[src/rtl/time_set_sequencer.sv]
// Time-setting field editor: snapshots the running time, steps hour/min/sec with
// select/increment keys (auto-repeat, blink mask) and commits with load_time. Optional TIME_SET_DEC_KEY_EN adds dec_key.
module time_set_sequencer #(
    parameter int HOLD_TICKS   = 50,
    parameter int REPEAT_TICKS = 10,
    parameter int BLINK_TICKS  = 25
) (
    input  logic       clk,
    input  logic       rst_n,
    input  logic       tick,
    input  logic       set_time_en,
    input  logic       sel_key,
    input  logic       inc_key,
`ifdef TIME_SET_DEC_KEY_EN
    input  logic       dec_key,
`endif
    input  logic [4:0] cur_hour,
    input  logic [5:0] cur_min,
    input  logic [5:0] cur_sec,
    output logic [4:0] edit_hour,
    output logic [5:0] edit_min,
    output logic [5:0] edit_sec,
    output logic       load_time,
    output logic [2:0] blink_mask
);

    localparam int HOLD_MAX = (HOLD_TICKS > REPEAT_TICKS) ? HOLD_TICKS : REPEAT_TICKS;
    localparam int CNT_W    = $clog2(HOLD_MAX + 1);
    localparam int BLK_W    = $clog2(BLINK_TICKS + 1);

    typedef enum logic [1:0] {IDLE, HOUR, MIN, SEC} state_t;

    state_t             state_q, state_d;
    logic [4:0]         hour_q, hour_d;
    logic [5:0]         min_q, min_d;
    logic [5:0]         sec_q, sec_d;
    logic               load_q, load_d;
    logic [2:0]         mask_q, mask_d;
    logic               phase_q, phase_d;
    logic [BLK_W-1:0]   blink_cnt_q, blink_cnt_d;
    logic [CNT_W-1:0]   hold_cnt_q, hold_cnt_d;
    logic               hold_act_q, hold_act_d;
    logic               en_dly_q, sel_dly_q, inc_dly_q;

    logic en_rise, en_fall, sel_edge, inc_edge;
    logic dec_lvl, dec_edge, dir_q;
    logic key_held, both_held;
    logic step, step_dn, restart;

    // Wrapping +/-1 of one field; anything above maxv counts as out of range.
    function automatic logic [5:0] step_field(input logic [5:0] v, input logic [5:0] maxv,
                                              input logic dn);
        if (dn) return (v == 6'd0 || v > maxv) ? maxv : v - 6'd1;
        return (v >= maxv) ? 6'd0 : v + 6'd1;
    endfunction

    // Edge-detect copies are left unreset so a level held through reset is not seen as an edge.
    always_ff @(posedge clk) begin
        en_dly_q  <= set_time_en;
        sel_dly_q <= sel_key;
        inc_dly_q <= inc_key;
    end

    assign en_rise  = set_time_en & ~en_dly_q;
    assign en_fall  = ~set_time_en & en_dly_q;
    assign sel_edge = sel_key & ~sel_dly_q;
    assign inc_edge = inc_key & ~inc_dly_q;

`ifdef TIME_SET_DEC_KEY_EN
    logic dec_dly_q;
    logic dir_d;

    always_ff @(posedge clk) dec_dly_q <= dec_key;

    assign dec_lvl  = dec_key;
    assign dec_edge = dec_key & ~dec_dly_q;
    assign dir_d    = (inc_edge ^ dec_edge) ? dec_edge : dir_q;

    always_ff @(posedge clk) begin
        if (!rst_n) dir_q <= 1'b0;
        else        dir_q <= dir_d;
    end
`else
    assign dec_lvl  = 1'b0;
    assign dec_edge = 1'b0;
    assign dir_q    = 1'b0;
`endif

    assign key_held  = dir_q ? dec_lvl : inc_key;
    assign both_held = inc_key & dec_lvl;

    always_ff @(posedge clk) begin
        if (!rst_n) begin
            state_q     <= IDLE;
            hour_q      <= '0;
            min_q       <= '0;
            sec_q       <= '0;
            load_q      <= 1'b0;
            mask_q      <= '0;
            phase_q     <= 1'b0;
            blink_cnt_q <= '0;
            hold_cnt_q  <= '0;
            hold_act_q  <= 1'b0;
        end else begin
            state_q     <= state_d;
            hour_q      <= hour_d;
            min_q       <= min_d;
            sec_q       <= sec_d;
            load_q      <= load_d;
            mask_q      <= mask_d;
            phase_q     <= phase_d;
            blink_cnt_q <= blink_cnt_d;
            hold_cnt_q  <= hold_cnt_d;
            hold_act_q  <= hold_act_d;
        end
    end

    always_comb begin
        state_d     = state_q;
        hour_d      = hour_q;
        min_d       = min_q;
        sec_d       = sec_q;
        load_d      = 1'b0;
        phase_d     = phase_q;
        blink_cnt_d = blink_cnt_q;
        hold_cnt_d  = hold_cnt_q;
        hold_act_d  = hold_act_q;
        step        = 1'b0;
        step_dn     = 1'b0;
        restart     = 1'b0;
        mask_d      = 3'b000;

        if (tick) begin
            if (blink_cnt_q == BLK_W'(BLINK_TICKS - 1)) begin
                blink_cnt_d = '0;
                phase_d     = ~phase_q;
            end else begin
                blink_cnt_d = blink_cnt_q + 1'b1;
            end
        end

        // Hold counter counts down from HOLD_TICKS, then REPEAT_TICKS, firing at 1.
        if (!key_held) begin
            hold_act_d = 1'b0;
            hold_cnt_d = '0;
        end else if (hold_act_q && tick && !both_held) begin
            if (hold_cnt_q <= CNT_W'(1)) begin
                step       = 1'b1;
                step_dn    = dir_q;
                hold_cnt_d = CNT_W'(REPEAT_TICKS);
            end else begin
                hold_cnt_d = hold_cnt_q - 1'b1;
            end
        end

        if (state_q == IDLE) begin
            hold_act_d  = 1'b0;
            hold_cnt_d  = '0;
            phase_d     = 1'b0;
            blink_cnt_d = '0;
            if (en_rise) begin
                hour_d  = cur_hour;
                min_d   = cur_min;
                sec_d   = cur_sec;
                state_d = HOUR;
            end
        end else if (en_fall) begin
            // Exit outranks any key edge or repeat step in the same cycle.
            load_d      = 1'b1;
            state_d     = IDLE;
            hold_act_d  = 1'b0;
            hold_cnt_d  = '0;
            phase_d     = 1'b0;
            blink_cnt_d = '0;
        end else begin
            if (sel_edge) begin
                step       = 1'b0;
                restart    = 1'b1;
                hold_act_d = 1'b0;
                hold_cnt_d = '0;
                case (state_q)
                    HOUR:    state_d = MIN;
                    MIN:     state_d = SEC;
                    default: state_d = HOUR;
                endcase
            end else if (inc_edge ^ dec_edge) begin
                step       = 1'b1;
                step_dn    = dec_edge;
                hold_act_d = 1'b1;
                hold_cnt_d = CNT_W'(HOLD_TICKS);
            end else if (inc_edge & dec_edge) begin
                step       = 1'b0;
                hold_act_d = 1'b0;
                hold_cnt_d = '0;
            end

            if (step) begin
                restart = 1'b1;
                case (state_q)
                    HOUR:    hour_d = 5'(step_field({1'b0, hour_q}, 6'd23, step_dn));
                    MIN:     min_d  = step_field(min_q, 6'd59, step_dn);
                    default: sec_d  = step_field(sec_q, 6'd59, step_dn);
                endcase
            end
        end

        if (restart) begin
            phase_d     = 1'b0;
            blink_cnt_d = '0;
        end

        if (phase_d) begin
            case (state_d)
                HOUR:    mask_d = 3'b100;
                MIN:     mask_d = 3'b010;
                SEC:     mask_d = 3'b001;
                default: mask_d = 3'b000;
            endcase
        end
    end

    assign edit_hour  = hour_q;
    assign edit_min   = min_q;
    assign edit_sec   = sec_q;
    assign load_time  = load_q;
    assign blink_mask = mask_q;

endmodule

[config.mk]
export PLATFORM = sky130hd
export DESIGN_NAME = time_set_sequencer
export DESIGN_NICKNAME = d
export VERILOG_FILES = /design/src/rtl/time_set_sequencer.sv
export SDC_FILE = /design/constraint.sdc
export NUM_CORES = 1
export LEC_CHECK = 0
export ABC_CLOCK_PERIOD_IN_PS = 2300
export CAP_MARGIN = 5
export CORE_MARGIN = 2
export CORE_UTILIZATION = 51
export CTS_CLUSTER_DIAMETER = 30
export DETAILED_ROUTE_END_ITERATION = 8
export GPL_TIMING_DRIVEN = 0
export PLACE_DENSITY = 0.79
export SYNTH_ARGS = -nofsm -noshare
export SYNTH_HDL_FRONTEND = slang
export SYNTH_SLANG_ARGS = --single-unit
[constraint.sdc]
create_clock -name clk -period 2.3 [get_ports clk]
set_input_delay 0.23 -clock clk [delete_from_list [all_inputs] [get_ports clk]]
set_output_delay 0.23 -clock clk [all_outputs]
set_load 0.01 [all_outputs]
== Yosys cells after proc, flatten, opt, wreduce, memory -nomap -nowiden ==
Cells that the tools add are included.

* Output and inout port bits: 21
* Bits in registers: 39

* Reductions and logical operators: 20
* Equal/unequal tests: 11
* Add/subtract/negate cells: 8
* Magnitude comparators: 7
* Muxes and demuxes: 72
* Bitwise logic cells: 11

{| class="wikitable"
|+ Operators by type and width
! cell !! number
|-
| two-way mux 6 bit || 22
|-
| two-way mux 5 bit || 10
|-
| two-way mux 1 bit || 34
|-
| subtractor 6 x 1 -> 6 bit, second input constant || 3
|-
| adder 6 x 1 -> 6 bit, second input constant || 2
|-
| greater-or-equal comparator 6 bit, second input constant || 2
|-
| > comparator 6 bit, second input constant || 2
|-
| logical NOT 6 bit || 2
|-
| AND reduction 4 bit || 3
|-
| adder 5 x 1 -> 5 bit, second input constant || 2
|-
| one-hot mux 3 bit (3 select lines) || 1
|-
| two-way mux 2 bit || 4
|-
| OR reduction 4 bit || 2
|-
| NOT 1 bit || 7
|-
| equality test 2 bit, second input constant || 3
|-
| less-or-equal comparator 6 x 1 -> 1 bit, second input constant || 1
|-
| != test 2 x 1 -> 1 bit, second input constant || 3
|-
| nonzero test 2 bit || 3
|-
| OR reduction 6 bit || 1
|-
| equality test 5 bit, second input constant || 1
|-
| greater-or-equal comparator 5 bit, second input constant || 1
|-
| > comparator 5 bit, second input constant || 1
|-
| logical NOT 5 bit || 1
|-
| subtractor 5 x 1 -> 5 bit, second input constant || 1
|-
| other kinds (10) || 17
|}

== Logic depth before layout (Yosys ltp) ==
Gate-level depths: netlist (run 1).

* Depth in word-level cells: 16
* Mapped depth: 9

== Worst setup path before layout (run 1) ==
No wires, ideal clock.

* Path kind: register to register
* From: reg state_q[1]
* To: reg hour_q[4], in the netlist edit_hour[4]
* Stages on the path, launching flop included: 9
* Data arrival time: 1,822 ps
* Setup slack: 360 ps
* Clock period less this slack: 1,940 ps
* Buffers on the path: 1
* Library setup time: 119 ps
* Data required time: 2,181 ps
* Cell sequence: dfxtp_1 -> inv_1 -> ha_1 -> clkbuf_1 -> inv_1 -> nor3_1 -> a21oi_1 -> or2_1 -> o221a_1

* Longest elaborated chain between the ends: 3

{| class="wikitable"
|+ Ends and longest elaborated chain
! what !! line !! RTL
|-
| from (decl) || 33 || <nowiki>state_t state_q, state_d;</nowiki>
|-
| from (signal assigned) || 105 || <nowiki>state_q <= state_d;</nowiki>
|-
| equality test 2 x 1 -> 1 bit or logical NOT 2 bit (tied branches) || 199, 156 ||
|-
| nonzero test 2 bit (no source line) (tied with other cells) || n/a ||
|-
| AND reduction 4 bit (no source line) || n/a ||
|-
| to (signal assigned) || 106 || <nowiki>hour_q <= hour_d;</nowiki>
|-
| to (decl) || 34 || <nowiki>logic [4:0] hour_q, hour_d;</nowiki>
|}

Several ways; a longest one is shown, not always the timed one.
A chain may end at the register's enable or synchronous reset.

== Worst setup path after layout (run 1) ==
* From: reg state_q[1]
* To: reg min_q[4], in the netlist edit_min[4]

* Longest elaborated chain between the ends: 3

{| class="wikitable"
|+ Ends and longest elaborated chain
! what !! line !! RTL
|-
| equality test 2 bit or logical NOT 2 bit (tied branches) || 199, 156 ||
|-
| nonzero test 2 bit (no source line) (tied with other cells) || n/a ||
|-
| AND reduction 4 bit (no source line) || n/a ||
|-
| to (signal assigned) || 107 || <nowiki>min_q <= min_d;</nowiki>
|-
| to (decl) || 35 || <nowiki>logic [5:0] min_q, min_d;</nowiki>
|}

Several ways; a longest one is shown, not always the timed one.

==> results of run 1 <==
sequential cells by signal, summed over array words and instances, names as in the netlist:
| register | flops |
|---|---|
| phase_q | 1 |
| sel_dly_q | 1 |
| load_time | 1 |
| edit_min | 6 |
| blink_mask | 3 |
| inc_dly_q | 1 |
| blink_cnt_q | 5 |
| state_q | 2 |
| edit_sec | 6 |
| hold_act_q | 1 |
| edit_hour | 5 |
| hold_cnt_q | 6 |
| en_dly_q | 1 |
worst max-delay path: stages (launching register included):
cell and delay [ns]:
dfxtp_1 0.34, inv_1 0.10, ha_2 0.31, inv_1 0.11, nor3_1 0.39, a21oi_1 0.23, or2_1 0.36, o221a_2 0.25
what timing repair did:
item,4_1_cts,5_1_grt
setup endpoints to repair,5,9
gates resized for setup,0,1
hold buffers,0,0
through the flow:
step,utilization [%],setup slack (ns)
floorplan,-,0.3596
detailed placement,65.74,-0.07885
CTS,67.65,0.01495
global route,67.72,0.009549
global placement,65.74,-0.03979
finish,67.72,0.1089
cells by family after synthesis:
family / count (synthesis) / share of synthesized area (%)
buf+inv: 27 / 5.302
compound gates: 80 / 26.34
fa+ha+maj: 12 / 6.613
flops: 39 / 35.58
mux: 6 / 2.737
simple gates: 98 / 21.84
xor+xnor: 4 / 1.597
synth_stat cells, types with 4 or more instances:
| master | count |
|---|---|
| o21ai_0 | 15 |
| nor3_1 | 11 |
| o21ai_1 | 5 |
| o311ai_0 | 5 |
| and3_1 | 6 |
| o211ai_1 | 9 |
| a31oi_1 | 4 |
| a21oi_1 | 12 |
| clkbuf_1 | 7 |
| dfxtp_1 | 39 |
| nand2_1 | 34 |
| nor2_1 | 21 |
| inv_1 | 15 |
| nor2b_1 | 4 |
| ha_1 | 10 |
| a22o_1 | 4 |
| mux2i_1 | 6 |
cell type report:
cell class                      instances  area, sq um
Buffer                                 11        56.30
Timing Repair Buffer                   41        410.4
Clock buffer                            7        76.32
Tap cell                               50        62.56
Sequential cell                        39        780.7
Multi-Input combinational cell        200         1300
Inverter                               15        56.30
Fill cell                             359         1310
Clock inverter                          1        5.005
power groups by stage:
| stage | combinational, uW | sequential [uW] | clock, uW |
|---|---|---|---|
| global placement | 322 | 764 | 0 |
| finish | 331 | 750 | 443 |
| CTS | 329 | 749 | 452 |
| detailed placement | 327 | 764 | 0 |
| floorplan | 186 | 765 | 0 |
| global route | 365 | 756 | 485 |
worst max-delay path by stage:
stage          slack [ns]  cells past startpoint            to       start
2_1_floorplan        0.36                      8  edit_hour[4]  state_q[1]
3_3_place_gp        -0.04                      8   edit_min[4]  state_q[1]
3_5_place_dp        -0.08                      8   edit_min[4]  state_q[1]
4_1_cts              0.01                      7   edit_min[4]  state_q[1]
5_1_grt              0.01                      7   edit_min[4]  state_q[1]
6_report             0.11                      7   edit_min[4]  state_q[1]
layer usage:
layer  vias up  GRT usage (%)
li1       1072              -
met5         -              0
met3         8          5.378
met4         0          10.46
met1      1014          27.31
met2        71          39.64
==> impl_metrics.yaml, run 1 <==
yosys:
  synth_top_area_cell: "dfxtp_1"
  yosys.cell_types.count: 50
  synth_warnings: 0
  ys_ff_latch: 39
  netlist_area_sq_mm: 0.002195
  synth_edf_count: 0
  synth_flop_cell: "dfxtp_1"
  yosysSeqAreaShare_pct: 35.58
  syn_area_per_cell_sq_um: 8.250
  synth_top_area_share_pct: 35.58
  synth_area_leaders: "dfxtp_1 36%, nand2_1 5.8%, ha_1 5.7%"
  synthArstFlopShare_pct: 0
  syn-num-nets: 299
  synthCells: 266
clocking:
  clk_pin_slew_ns: 0.07
  worstSkewPairLatency_ns: 0.29
  cts_buffer_depth: 2
  htreeDepth: 2
  cts_made_buffers: 5
  cts_setup_buffers: 0
  cts_tree: "done"
  cts.root.buffer_cell: "clkbuf_8"
  clock-sinks: 39
route:
  vias_per_cell: 5.948
  dr.pass1.iters: 4
  drc: 0
  met2WireLength_microns: 2579
  wl_met1_microns: 2356
  top_layer_used: "met4"
  vias: 2165
  ant_nets: 0
  dr_wl_met3_microns: 311
  drt_iter0_drc: 78
  wirelength_microns: 5314
  wl_per_cell_microns: 14.60
layout:
  synthToLayoutAreaGrowth_pct: 25.20
  final_cells: 364
  layout_commonest_cell: "clkdlybuf4s50_1"
  final_cell_mix: "41 x clkdlybuf4s50_1, 39 x dfxtp_1, 34 x nand2_1, 21 x nor2_1"
  antenna_cells: 0
  layout-drive-gt1-share_pct: 4.459
  nets: 346
  final_cell_area_sq_mm: 0.002748
timing:
  fmax_ghz: 0.4564
  fin_worst_skew_ns: 0.004648
  rsz0062_at_grt: "no"
  slew_viol_final: 0
  setup_viol: 0
  hold_viol_final: 0
  finalCritPeriodShare_pct: 95.26
  setup_tns_ns: 0
  min_period_ns: 2.191
  worst_pin_slew_ns: 0.5944
  relSlewSlack_pct: 60.38
  timing.hold.ws_ns: 0.3642
critical_path:
  end_kind: "flip-flop"
  crit_required_ns: 2.48
  timing_worst_setup_path_type: "flip-flop to flip-flop"
  arrival_ns: 2.37
  startpoint_type: "flip-flop"
  rr_worst_depth: 7
  critical_path.max_fanout: 10
  rr_endpoint: "edit_min[4]"
  worstReg2RegStart: "state_q[1]"
  r2r_setup_slack_ns: 0.11
floorplan:
  initial_utilization_pct: 54.09
  fp.dieW_microns: 69.60
  die_h_microns: 69.60
  die-area_sq_mm: 0.004844
  coreArea_sq_mm: 0.004058
  ios: 44
  rows: 23
pwr:
  pwr-share-comb_pct: 21.7
  power.switching_uw: 443.2
  p_leak_uw: 0.001028
  intPower_uw: 1080
  clockPowerShare_pct: 29.1
  powerDensity_mw_per_mm2: 554.3
  sw_frac_of_total_pct: 29.10
  ir_worst_vdd_mv: 0.3042
  seq_power_share_pct: 49.2
  total_power_uw: 1523
global_routing:
  gr-usage-all-layers_pct: 23.13
  grt_pass1_vias: 2102
  grt_pass1_wl_microns: 9211
  grt_max_degree: 12
  grt_overflow: 0
  antenna_found_initial: 0
min_path:
  worst_hold_startpoint: "rst_n"
  min_path_cells: 3
  worstHoldPathType: "input port to flip-flop"
  min_to: "edit_min[2]"
placed_design:
  port_buffers: 41
  place_inst: 357
  postPlaceCellArea_sq_mm: 0.002668
  dpl.hpwl_microns: 3832
  gp_congestion: 0.8479
job:
  drv_cap: 0
status:
  outcome: "finished, final reports clean"
Power figures use the tool's default switching activity.
==> run 2, diff against run 1 <==
--- a/config.mk
+++ b/config.mk
@@ -7,12 +7,15 @@
 export LEC_CHECK = 0
 export ABC_CLOCK_PERIOD_IN_PS = 2300
 export CAP_MARGIN = 5
+export CELL_PAD_IN_SITES_DETAIL_PLACEMENT = 1
+export CELL_PAD_IN_SITES_GLOBAL_PLACEMENT = 1
 export CORE_MARGIN = 2
-export CORE_UTILIZATION = 51
+export CORE_UTILIZATION = 38
 export CTS_CLUSTER_DIAMETER = 30
 export DETAILED_ROUTE_END_ITERATION = 8
 export GPL_TIMING_DRIVEN = 0
-export PLACE_DENSITY = 0.79
+export PLACE_DENSITY_LB_ADDON = 0.1
+export REMOVE_ABC_BUFFERS = 1
 export SYNTH_ARGS = -nofsm -noshare
 export SYNTH_HDL_FRONTEND = slang
 export SYNTH_SLANG_ARGS = --single-unit
==> run 2 against run 1 <==
Effect of this change: non-clock buffer count stayed put; first-iteration DRC count is 49% lower; via count is 0.60% lower; clock power hardly changed; largest power group unchanged; highest routed layer unchanged; critical path type unchanged; critical endpoint is now edit_min[2]; cell count is 6.0% higher; clock skew hardly changed; register-to-register slack better by 0.06 ns; sequential power hardly changed.
==> impl_metrics.yaml, run 2 (synthesized netlist as in run 1, its figures left out) <==
layout:
  synthToLayoutAreaGrowth_pct: 29.30
  nets: 346
  layout_commonest_cell: "clkdlybuf4s50_1"
  layout-drive-gt1-share_pct: 8.280
  final_util_pct: 51.22
  final_cell_area_sq_mm: 0.002838
  antenna_cells: 0
  final_cell_mix: "42 x clkdlybuf4s50_1, 39 x dfxtp_1, 34 x nand2_1, 21 x nor2_1, 15 x o21ai_0"
clocking:
  cts_made_buffers: 5
  cts.root.buffer_cell: "clkbuf_8"
  cts_hold_buffers: 0
  cts_buffer_depth: 2
  clock-sinks: 39
  worstSkewPairLatency_ns: 0.29
  htreeDepth: 2
  cts_tree: "done"
  clk_pin_slew_ns: 0.07
min_path:
  worst_hold_startpoint: "hold_act_q"
  worstHoldPathType: "flip-flop to flip-flop"
route:
  wirelength_microns: 6013
  drc: 0
  drt_iter0_drc: 40
  vias: 2152
  vias_per_cell: 5.575
  dr.pass1.iters: 4
  ant_nets: 0
  wl_per_cell_microns: 15.58
job:
  drv_cap: 0
critical_path:
  startpoint_type: "flip-flop"
  setup.worst_path.start: "hold_cnt_q[2]"
  crit_required_ns: 2.46
  crit_family: "simple AND/OR/NAND/NOR gates"
  critical_path.max_fanout: 10
  arrival_ns: 2.29
  crit_chain: "or4_4 > nor2_8 > a41oi_4 > buf_4 > o311ai_0 > o21ai_1"
  path_buf_inv: 1
  worst_path_max_delay_cell: "or4_4"
  crit_path_max_incr_delay_ns: 0.59
  end_kind: "flip-flop"
  worstReg2RegStart: "hold_cnt_q[2]"
  timing_worst_setup_path_type: "flip-flop to flip-flop"
global_routing:
  top_usage_layer: "met2"
  grt_pass1_vias: 2137
  grt.met3_usage_pct: 3.959
  grt_max_degree: 37
  grt_util_met2_pct: 34.17
  use_met1_pct: 25.14
  gr-usage-all-layers_pct: 19.93
  grt_overflow: 0
  antenna_found_initial: 0
  grt_pass1_wl_microns: 10180
timing:
  slew_viol_final: 0
  setup_tns_ns: 0
  setup_viol: 0
  min_period_ns: 2.131
  worst_pin_slew_ns: 0.6777
  timing.hold.ws_ns: 0.4647
  finalCritPeriodShare_pct: 92.65
  relSlewSlack_pct: 54.82
  rsz0062_at_grt: "no"
  hold_viol_final: 0
  fmax_ghz: 0.4693
  fin_worst_skew_ns: 0.004301
placed_design:
  postPlaceCellArea_sq_mm: 0.002655
  dpl.hpwl_microns: 4088
  gp_congestion: 0.7692
  port_buffers: 43
floorplan:
  initial_utilization_pct: 39.61
  ios: 44
  fp.dieW_microns: 80.00
  coreArea_sq_mm: 0.005540
  rows: 27
  die_h_microns: 80.00
  die-area_sq_mm: 0.006399
pwr:
  p_leak_uw: 0.001058
  ir_worst_vdd_mv: 0.2795
  powerDensity_mw_per_mm2: 546.9
  total_power_uw: 1552
status:
  outcome: "finished, final reports clean"
## run 2: layer usage
metal  up-vias  routed length, microns  share of wire, %
li1       1075                       -                 -
met1      1027                    2793                46
met2        41                    2940                49
met3         9                     209               3.5
met4         0                      70               1.2
met5         -                       0                 0
## run 2: path summary, 6_finish.rpt
| kind | end | slack [ns] | cells after the start |
|---|---|---|---|
| worst max-delay path | edit_min[2] | 0.17 | 6 |
| worst min-delay path | hold_act_q | 0.46 | 2 |
| worst max register to register | edit_min[2] | 0.17 | 6 |
| worst min register to register | hold_act_q | 0.46 | 2 |
## run 2: area by class of cell
cell class              count  area [sq um]
well taps                  72         90.09
clock inverters             1         5.005
clock buffers               7         76.32
flip-flops and latches     39         780.7
fillers                   684          2703
inverters                  15         60.06
repair buffers             52         500.5
multi-input cells         200          1325
## run 2: power breakdown
group / total (uW) / internal, uW / switching (uW)
Clock: 442 / 213 / 229
Sequential: 752 / 706 / 46.2
Combinational: 358 / 179 / 179
Total: 1550 / 1100 / 454
## run 2: what timing repair did
item,4_1_cts,5_1_grt
hold endpoints to repair,0,0
endpoints found under the setup margin,36,13
setup buffers,6,3
pin swaps,2,1
gates resized for setup,4,5
## run 2: worst min-delay path: cells and delay by family, from the launching register on
kind / cells / cell delay, ns
buffers and inverters: 1 / 0.05
AO/OA/AOI/OAI: 1 / 0.05
flip-flops: 1 / 0.32
## run 2: metrics by stage
stage	cells	worst slack [ns]
after floorplan	254	-0.2629
after global placement	369	-1.079
after CTS	383	0.008600
final	386	0.1691
after detailed placement	369	-1.072
after global routing	386	0.003399
